<file path="src/rtl/beamscaler_gen_if.sv">
// Read port of the beam scaler: a one-cycle read strobe with address, answered
// by registered data and a valid flag one cycle later.
interface beamscaler_gen_if #(
    parameter int ADDR_WIDTH = 8
);
    // scal_rd_i is a strobe (no ready): scal_valid_o is high in exactly the
    // cycle after each strobe, and scal_dat_o holds its last value otherwise.
    logic                  scal_rd_i;
    logic [ADDR_WIDTH-1:0] scal_adr_i;
    logic [31:0]           scal_dat_o;
    logic                  scal_valid_o;

    modport master (
        output scal_rd_i,
        output scal_adr_i,
        input  scal_dat_o,
        input  scal_valid_o
    );

    modport slave (
        input  scal_rd_i,
        input  scal_adr_i,
        output scal_dat_o,
        output scal_valid_o
    );
endinterface

</file>
<file path="src/rtl/beamscaler_gen.sv">
// Per-channel saturating scalers with double-buffered readout: an interval end
// snapshots all channels, copies them serially into the write bank, then swaps.
module beamscaler_gen #(
    parameter int NCHAN      = 8,
    parameter int CNT_WIDTH  = 16,
    parameter int ADDR_WIDTH = 8
) (
    input  logic             wb_clk_i,
    input  logic             wb_rst_n_i,
    input  logic [NCHAN-1:0] count_i,
    input  logic             timer_i,
    beamscaler_gen_if.slave  scal,
    output logic             done_o,
    output logic             write_bank_o,
    output logic [1:0]       state_o
);

    typedef enum logic [1:0] {
        ST_IDLE = 2'd0,
        ST_COPY = 2'd1,
        ST_SWAP = 2'd2
    } state_e;

    state_e state_q, state_d;

    logic [NCHAN-1:0][CNT_WIDTH-1:0] acc_q, acc_d;
    logic [NCHAN-1:0][CNT_WIDTH-1:0] shadow_q, shadow_d;
    logic [NCHAN-1:0]                sat_q, sat_d;
    logic [NCHAN-1:0]                shadow_sat_q, shadow_sat_d;
    logic [1:0][NCHAN-1:0][31:0]     bank_q, bank_d;
    logic [NCHAN-1:0][31:0]          entry;
    logic [ADDR_WIDTH-1:0]           idx_q, idx_d;
    logic                            pending_q, pending_d;
    logic                            overrun_q, overrun_d;
    logic                            wbank_q, wbank_d;
    logic                            done_q, done_d;
    logic                            valid_q, valid_d;
    logic [31:0]                     rdata_q, rdata_d;

    logic trigger;
    logic busy;
    logic in_copy;
    logic in_swap;
    logic copy_last;
    logic status_sel;
    logic overrun_set;

    assign copy_last  = (idx_q == ADDR_WIDTH'(NCHAN - 1));
    assign status_sel = &scal.scal_adr_i;

    // FSM: state register
    always_ff @(posedge wb_clk_i or negedge wb_rst_n_i) begin
        if (!wb_rst_n_i) begin
            state_q <= ST_IDLE;
        end else begin
            state_q <= state_d;
        end
    end

    // FSM: next state
    always_comb begin
        state_d = state_q;
        case (state_q)
            ST_IDLE: if (trigger) state_d = ST_COPY;
            ST_COPY: if (copy_last) state_d = ST_SWAP;
            ST_SWAP: state_d = ST_IDLE;
            default: state_d = ST_IDLE;
        endcase
    end

    // FSM: outputs; a strobe that lands while busy is parked in pending_q
    always_comb begin
        trigger = 1'b0;
        busy    = 1'b1;
        in_copy = 1'b0;
        in_swap = 1'b0;
        case (state_q)
            ST_IDLE: begin
                busy    = 1'b0;
                trigger = timer_i | pending_q;
            end
            ST_COPY: in_copy = 1'b1;
            ST_SWAP: in_swap = 1'b1;
            default: busy = 1'b0;
        endcase
    end

    // Trigger-cycle counts start the new interval so no count is lost.
    always_comb begin
        acc_d        = acc_q;
        sat_d        = sat_q;
        shadow_d     = shadow_q;
        shadow_sat_d = shadow_sat_q;
        if (trigger) begin
            shadow_d     = acc_q;
            shadow_sat_d = sat_q;
            sat_d        = '0;
            for (int i = 0; i < NCHAN; i++) begin
                acc_d[i] = CNT_WIDTH'(count_i[i]);
            end
        end else begin
            for (int i = 0; i < NCHAN; i++) begin
                if (count_i[i]) begin
                    if (&acc_q[i]) sat_d[i] = 1'b1;
                    else           acc_d[i] = acc_q[i] + CNT_WIDTH'(1);
                end
            end
        end
    end

    always_comb begin
        entry = '0;
        for (int i = 0; i < NCHAN; i++) begin
            entry[i][CNT_WIDTH-1:0] = shadow_q[i];
            entry[i][31]            = shadow_sat_q[i];
        end
    end

    always_comb begin
        bank_d = bank_q;
        idx_d  = '0;
        if (in_copy) begin
            for (int i = 0; i < NCHAN; i++) begin
                if (idx_q == ADDR_WIDTH'(i)) bank_d[wbank_q][i] = entry[i];
            end
            idx_d = copy_last ? '0 : idx_q + ADDR_WIDTH'(1);
        end
    end

    always_comb begin
        pending_d   = pending_q;
        overrun_d   = overrun_q;
        overrun_set = 1'b0;
        if (trigger) begin
            pending_d = 1'b0;
        end else if (busy && timer_i) begin
            if (pending_q) overrun_set = 1'b1;
            else           pending_d   = 1'b1;
        end
        if (scal.scal_rd_i && status_sel) overrun_d = 1'b0;
        if (overrun_set)                  overrun_d = 1'b1;
        wbank_d = wbank_q ^ in_swap;
        done_d  = in_swap;
    end

    // Reads only ever see the read bank, which COPY never touches.
    always_comb begin
        valid_d = scal.scal_rd_i;
        rdata_d = rdata_q;
        if (scal.scal_rd_i) begin
            rdata_d = '0;
            if (status_sel) begin
                rdata_d = {overrun_q, pending_q, wbank_q, busy, 28'b0};
            end else begin
                for (int i = 0; i < NCHAN; i++) begin
                    if (scal.scal_adr_i == ADDR_WIDTH'(i)) rdata_d = bank_q[!wbank_q][i];
                end
            end
        end
    end

    always_ff @(posedge wb_clk_i or negedge wb_rst_n_i) begin
        if (!wb_rst_n_i) begin
            acc_q        <= '0;
            sat_q        <= '0;
            shadow_q     <= '0;
            shadow_sat_q <= '0;
            bank_q       <= '0;
            idx_q        <= '0;
            pending_q    <= 1'b0;
            overrun_q    <= 1'b0;
            wbank_q      <= 1'b0;
            done_q       <= 1'b0;
            valid_q      <= 1'b0;
            rdata_q      <= '0;
        end else begin
            acc_q        <= acc_d;
            sat_q        <= sat_d;
            shadow_q     <= shadow_d;
            shadow_sat_q <= shadow_sat_d;
            bank_q       <= bank_d;
            idx_q        <= idx_d;
            pending_q    <= pending_d;
            overrun_q    <= overrun_d;
            wbank_q      <= wbank_d;
            done_q       <= done_d;
            valid_q      <= valid_d;
            rdata_q      <= rdata_d;
        end
    end

    assign done_o            = done_q;
    assign write_bank_o      = wbank_q;
    assign state_o           = state_q;
    assign scal.scal_dat_o   = rdata_q;
    assign scal.scal_valid_o = valid_q;

endmodule

</file>
<file path="src/flat_wrapper.sv">
// flat-port wrapper written by rule: the top's interface ports become plain ports
module beamscaler_gen_flat 
#(
    parameter int NCHAN      = 8,
    parameter int CNT_WIDTH  = 16,
    parameter int ADDR_WIDTH = 8
)
  (wb_clk_i, wb_rst_n_i, count_i, timer_i, done_o, write_bank_o, state_o, scal_scal_rd_i, scal_scal_adr_i, scal_scal_dat_o, scal_scal_valid_o);
  beamscaler_gen_if #(.ADDR_WIDTH(ADDR_WIDTH)) scal_i ();
  input  logic wb_clk_i;
  input  logic wb_rst_n_i;
  input  logic [NCHAN-1:0] count_i;
  input  logic timer_i;
  output logic done_o;
  output logic write_bank_o;
  output logic [1:0] state_o;
  input wire logic [$bits(scal_i.scal_rd_i)-1:0] scal_scal_rd_i;
  input wire logic [$bits(scal_i.scal_adr_i)-1:0] scal_scal_adr_i;
  output wire logic [$bits(scal_i.scal_dat_o)-1:0] scal_scal_dat_o;
  output wire logic [$bits(scal_i.scal_valid_o)-1:0] scal_scal_valid_o;
  assign scal_i.scal_rd_i = scal_scal_rd_i;
  assign scal_i.scal_adr_i = scal_scal_adr_i;
  assign scal_scal_dat_o = scal_i.scal_dat_o;
  assign scal_scal_valid_o = scal_i.scal_valid_o;
  beamscaler_gen #(.NCHAN(NCHAN), .CNT_WIDTH(CNT_WIDTH), .ADDR_WIDTH(ADDR_WIDTH)) u_core (.wb_clk_i(wb_clk_i), .wb_rst_n_i(wb_rst_n_i), .count_i(count_i), .timer_i(timer_i), .scal(scal_i), .done_o(done_o), .write_bank_o(write_bank_o), .state_o(state_o));
endmodule
</file>
<file path="config.mk">
export PLATFORM = sky130hd
export DESIGN_NAME = beamscaler_gen_flat
export DESIGN_NICKNAME = d
export VERILOG_FILES = /design/src/rtl/beamscaler_gen_if.sv /design/src/rtl/beamscaler_gen.sv /design/src/flat_wrapper.sv
export SDC_FILE = /design/constraint.sdc
export NUM_CORES = 1
export LEC_CHECK = 0
export CORE_MARGIN = 2
export CORE_UTILIZATION = 56
export CTS_CLUSTER_SIZE = 14
export DETAILED_ROUTE_END_ITERATION = 16
export PLACE_DENSITY = 0.73
export SLEW_MARGIN = 20
export SYNTH_ARGS = -nofsm -noshare
export SYNTH_HDL_FRONTEND = slang
export SYNTH_SLANG_ARGS = --single-unit
</file>
<file path="constraint.sdc">
create_clock -name wb_clk_i -period 2.15 [get_ports wb_clk_i]
set_clock_uncertainty 0.15 [all_clocks]
set_input_delay 0.43 -clock wb_clk_i [delete_from_list [all_inputs] [get_ports wb_clk_i]]
set_output_delay 0.43 -clock wb_clk_i [all_outputs]
set_load 0.1 [all_outputs]
</file>
# Word level (Yosys, flattened, before mapping)
# Cells that the tools add are included.
[word_totals]
register_bits = 831
latchBits = 0
ramBits = 0
romBits = 0
input_bits = 20
out_inout_bits = 37
word_cells = 241
mem_count = 0
[classes]
n_addsub = 9
multipliers = 0
div = 0
magnitude_cmp = 3
eq_ne = 26
shift = 0
n_mux = 100
bitwise = 2
reduce_logical = 52
[op_table]
columns = ["cell", "n"]
rows = [
  ["512-bit two-way mux", 15],
  ["512-bit bitwise mux", 8],
  ["256-bit demux with 1-bit select", 8],
  ["256-bit two-way mux", 3],
  ["32-bit two-way mux", 10],
  ["128-bit two-way mux", 2],
  ["16-bit two-way mux", 16],
  ["224-bit two-way mux", 1],
  ["192-bit two-way mux", 1],
  ["160-bit two-way mux", 1],
  ["16-bit by 1-bit adder with 16-bit output, second input constant", 8],
  ["16-bit AND reduction", 8],
  ["96-bit two-way mux", 1],
  ["8-bit by 3-bit equality test with 1-bit output, second input constant", 8],
  ["64-bit two-way mux", 1],
  ["2-bit nonzero test", 18],
  ["2-bit AND reduction", 17],
  ["8-bit by 2-bit equality test with 1-bit output, second input constant", 4],
  ["1-bit two-way mux", 27],
  ["8-bit two-way mux", 3],
  ["2-bit by 1-bit inequality test with 1-bit output, second input constant", 10],
  ["8-bit by 1-bit equality test with 1-bit output, second input constant", 2],
  ["8-bit logical NOT", 2],
  ["8-bit by 1-bit adder with 8-bit output, second input constant", 1],
  ["13 further kinds", 17],
]

# Depth between registers and ports, before layout
[depth]
depth_word = 27
mapped_depth = 9
ltp_nobuf = 7

# Least setup slack after synthesis
# OpenSTA, ideal clock, no wires.
[synth_path]
kind = "flip-flop to flip-flop"
from = "reg u_core.state_q[1], in the netlist u_core.state_o[1]"
to = "reg u_core.bank_q[262] in the netlist's numbering"
setup_time_ns = 0.125
arrival_ns = 2.542
required_ns = 1.875
setup_slack_ns = -0.667
path_stages_with_launch = 10
n_path_buf = 2
synth_period_minus_slack_ns = 2.817
cell_sequence = "dfrtp_1 inv_1 ha_1 nand2b_1 nor4_1 and2_1 buf_2 nand2_2 buf_2 mux2_2"
[synth_via]
elab_chain_cells = 2
[synth_lines]
columns = ["item", "line_no", "rtl"]
rows = [
  ["start: declaration", "beamscaler_gen.sv:24", "state_e state_q, state_d;"],
  ["start signal: assignment", "beamscaler_gen.sv:56", "state_q <= state_d;"],
  ["2-bit by 1-bit equality test with 1-bit output", "beamscaler_gen.sv:77", "case (state_q)"],
  ["1-bit two-way mux", "beamscaler_gen.sv:77", ""],
  ["end signal: assignment", "beamscaler_gen.sv:181", "bank_q <= bank_d;"],
  ["end: declaration", "beamscaler_gen.sv:30", "logic [1:0][NCHAN-1:0][31:0] bank_q, bank_d;"],
]
# Every way passes these cells.
# A chain may end at the register's enable or synchronous reset.

# Final worst setup path
[layout_path]
from = "reg u_core.wbank_q, in the netlist u_core.write_bank_o"
to = "reg u_core.rdata_q[8], in the netlist u_core.scal.scal_dat_o[8]"
[layout_via]
elab_chain_cells = 11
[layout_lines]
columns = ["item", "line_no", "rtl"]
rows = [
  ["start: declaration", "beamscaler_gen.sv:35", "logic wbank_q, wbank_d;"],
  ["start signal: assignment", "beamscaler_gen.sv:185", "wbank_q <= wbank_d;"],
  ["256-bit two-way mux (implied by the code) (*) (2 in a row)", "beamscaler_gen.sv:156", "if (scal.scal_adr_i == ADDR_WIDTH'(i)) rdata_d = bank_q[!wbank_q][i];"],
  ["32-bit two-way mux (7 in a row)", "beamscaler_gen.sv:156", ""],
  ["32-bit two-way mux (*)", "beamscaler_gen.sv:156", ""],
  ["32-bit two-way mux (*)", "beamscaler_gen.sv:152", "if (status_sel) begin"],
  ["end signal: assignment", "beamscaler_gen.sv:188", "rdata_q <= rdata_d;"],
  ["end: declaration", "beamscaler_gen.sv:38", "logic [31:0] rdata_q, rdata_d;"],
]
# Mark *: on every way between the ends. The rest lies on a longest branch, timed or not. The select of a mux whose other input is x is not followed.

==> results.yml <==
clocking:
  cts_tree: "built"
  cts_root_buf: "clkbuf_16"
  h-tree-depth: 2
  cts_sinks: 579
  cts_buffer_depth: 3
  clock_latency_ns: 0.61
  cts_buffers: 56
  clk_pin_slew_worst_paths_ns: 0.06
power_and_ir_drop:
  p_int_mw: 20.5
  power_density_nw_per_um2: 926
  seqPwrFrac_pct: 42.1
  p_leak_nw: 15.4
  swShare_pct: 30.9
  p_clk_share_pct: 33.0
  ir_worst_vdd_mv: 0.759
  switchingPower_mw: 9.14
  p_comb_share_pct: 24.9
routing:
  drc: 5
  wl_microns: 67500
  dr.pass1.iters: 11
  vias: 19246
  ant_nets: 0
  vias_per_cell: 5.89
  post_drt_wl_per_cell_microns: 20.7
  drt_iter0_markers: 1475
worst_setup_path:
  critPathRequiredTime_ns: 2.48
  rr_startpoint: "u_core.write_bank_o"
  timing.rr.end: "u_core.scal.scal_dat_o[8]"
  max_stage_delay_ns: 0.54
  crit_arrival_ns: 2.58
  critPathTopFamily: "compound AO/OA/AOI/OAI gates"
  worstSetupPathType: "flop to flop"
  path_buf_inv: 3
  cp_cell_sequence: "buf_12, buf_16, buf_12, mux2i_1, o21ai_0, a32oi_2, o32ai_1"
  cp_common_cell: "buf_12"
  end_kind: "flop"
  reg2regPathDepth: 7
  cp_max_fo: 14
  setup.worst_path.start_class: "flop"
  timing.reg2reg.setup_slack_ns: -0.10
  crit_path_top_delay_cell: "dfrtp_4"
yosys:
  synth_seq_cells: 579
  yosysWarningCount: 0
  syn_avg_cell_area_sq_um: 11.0
  syn_inst: 2399
  ys.flop_type: "dfrtp_1"
  netlist_area_sq_um: 26500
  synth_cell_types: 70
  async_reset_ff_share_pct: 100
  synth-seq-area-share_pct: 54.7
  synth_edf_count: 0
placed_design:
  dpl-instance-area_sq_um: 29200
  port_buffers: 44
  gp_congestion: 0.915
  dp_hpwl_microns: 45300
  place_ws_ns: -0.524
floorplanning:
  core_sq_um: 46700
  die_h_microns: 221
  die_x_microns: 221
  rows: 79
  dieArea_sq_um: 49100
  initial_core_util_pct: 56.8
  ioPinCount: 57
timing:
  fin_crit_sh_pct: 105
  slew_viol_final: 0
  setup_viol: 90
  rsz0062_at_grt: "true"
  layout_min_cycle_time_ns: 2.25
  slew_headroom_pct: 65.5
  worst_slack_ns: -0.102
  finalHoldViolations: 0
  timing.fmax_mhz: 444
  worst_slew_pin_slew_ns: 0.505
global_route:
  grt_overflow: 0
  grt_usage_pct: 26.3
  grt_pass1_vias: 18881
  grt_pass1_wl_microns: 103000
  grt_max_degree: 100
  antenna_found_initial: 2
run_status:
  outcome: "finished, violations left"
  violations: "DRC, setup timing"
final_layout:
  finalNetCount: 2659
  final_cell_area_sq_um: 32000
  area_growth_pct: 20.8
  drive_above_1_share_pct: 28.3
run:
  drv_cap: 0
hold_path:
  worstHoldPathType: "input port to asynchronous set/reset pin"
==> cells in the mapped netlist, types with 4 or more instances <==
cell / count / share of area, %
and4_1: 14 / 0.46
a211oi_1: 14 / 0.40
nor2_1: 132 / 1.9
or4_1: 5 / 0.14
and2_1: 20 / 0.47
nor3_1: 25 / 0.47
nand2_1: 478 / 6.8
nand3b_1: 5 / 0.14
buf_1: 6 / 0.085
a311oi_1: 8 / 0.26
nand4_1: 42 / 0.99
nor3b_1: 6 / 0.17
a31oi_1: 12 / 0.28
buf_4: 20 / 0.57
nor4_1: 10 / 0.24
and3_1: 29 / 0.68
a32oi_1: 6 / 0.20
xor2_1: 38 / 1.3
o21ai_0: 53 / 1.0
a21oi_1: 49 / 0.93
nand4b_1: 4 / 0.13
clkbuf_1: 82 / 1.2
buf_2: 32 / 0.60
ha_1: 16 / 0.76
o221ai_1: 32 / 1.1
inv_1: 23 / 0.33
mux2i_1: 82 / 3.1
o2111ai_1: 4 / 0.13
nand2b_1: 9 / 0.21
or3_1: 8 / 0.19
o22a_1: 21 / 0.69
nand3_1: 71 / 1.3
o32ai_1: 5 / 0.17
mux2_2: 319 / 14
xnor2_1: 46 / 1.5
o211ai_1: 6 / 0.17
dfrtp_1: 579 / 55
nand2_2: 16 / 0.38
nor2b_1: 16 / 0.38
a2111oi_0: 7 / 0.23
==> stage by stage <==
stage | setup TNS [ns] | cells | power (mW) | utilization (%) | hold slack (ns)
after floorplan | -5.43 | 2410 | 16.2 | - | -0.0156
after global placement | -11.45 | 3124 | 18.5 | 62.5 | 0.182
after detailed placement | -15.27 | 3124 | 18.7 | 62.5 | 0.184
after CTS | -0.114 | 3225 | 28.6 | 66.7 | 0.133
after global routing | -10.33 | 3268 | 30.8 | 68.6 | 0.146
final | -2.27 | 3268 | 29.6 | 68.6 | 0.140
==> sequential cells by signal, summed over array words and instances, names as in the netlist, 2 cells and up <==
register,cells
u_core.sat_q,8
u_core.shadow_sat_q,8
u_core.idx_q,8
u_core.scal.scal_dat_o,20
u_core.state_o,2
u_core.entry,128
u_core.acc_q,128
u_core.bank_q,272
==> metal layers <==
layer  share of wire [%]  wire [microns]  GRT usage, %  vias to the layer above
met5                   0               0             0                        -
met4                 2.5            1710          8.00                        0
met3                 5.2            3500          4.27                      103
li1                    -               -             -                     8855
met1                  45           30200          37.7                     9807
met2                  48           32100          41.7                      481
==> timing repair <==
item | in CTS | in global routing
hold endpoints to repair | 290 | 0
hold buffers | 1 | 0
buffers inserted | 4 | 27
setup endpoints to repair | 161 | 263
gates cloned | 1 | 15
pin swaps | 7 | 13
gates resized for setup | 22 | 66
==> worst reg2reg max path, cell delays in order (launching register included) <==
cell and delay (ns):
dfrtp_4 0.54, buf_12 0.16, buf_16 0.15, buf_12 0.19, mux2i_1 0.32, o21ai_0 0.19, a32oi_2 0.31, o32ai_1 0.11
==> how the worst max path moves through the flow <==
| stage | startpoint | cells past startpoint | to | slack [ns] |
|---|---|---|---|---|
| after global placement | scal_scal_adr_i[3] | 7 | u_core.scal.scal_dat_o[10] | -0.45 |
| after global routing | u_core.write_bank_o | 7 | u_core.scal.scal_dat_o[8] | -0.14 |
| final | u_core.write_bank_o | 7 | u_core.scal.scal_dat_o[8] | -0.10 |
| after floorplan | u_core.state_o[1] | 9 | u_core.bank_q[321] | -0.07 |
| after detailed placement | scal_scal_adr_i[3] | 7 | u_core.scal.scal_dat_o[10] | -0.52 |
| after CTS | u_core.write_bank_o | 3 | write_bank_o | -0.05 |
==> layout make-up <==
class                      instances  area (sq um)
antenna                            1          2.50
multi-input combinational       1677         11900
fill                            3377         14600
inverter                          23          88.8
clock inverter                    14           175
sequential                       579         14500
tap                              607           759
timing repair buffer             286          2950
clock buffer                      81          1620
==> power groups by stage <==
stage	logic, mW	registers, mW	clock network (mW)
after floorplan	3.68	12.5	0
after global placement	5.91	12.6	0
after detailed placement	6.04	12.6	0
after CTS	6.28	12.4	9.91
after global routing	7.88	12.6	10.4
final	7.38	12.5	9.78
==> cell usage in the layout, fill, tap and decap left out, drive strengths merged, types with 17 or more instances in the layout <==
master	n
clkbuf	83
o221ai	32
o22a	21
dfrtp	579
and2	20
xnor2	46
buf	265
a21oi	49
clkdlybuf4s50	17
nor3	27
nor2	132
mux2i	82
nand4	43
xor2	38
nand2	507
o21ai	55
nand3	71
mux2	319
and3	29
inv	23
==> logic make-up after synthesis <==
family / share of synthesized area, %
AO/OA/AOI/OAI: 6.26
XOR/XNOR: 2.78
adder cells (fa/ha/maj): 0.756
buffers and inverters: 2.87
flip-flops: 54.7
multiplexers: 16.9
other: 0.0142
AND/OR/NAND/NOR: 15.7
Power figures use the tool's default switching activity.
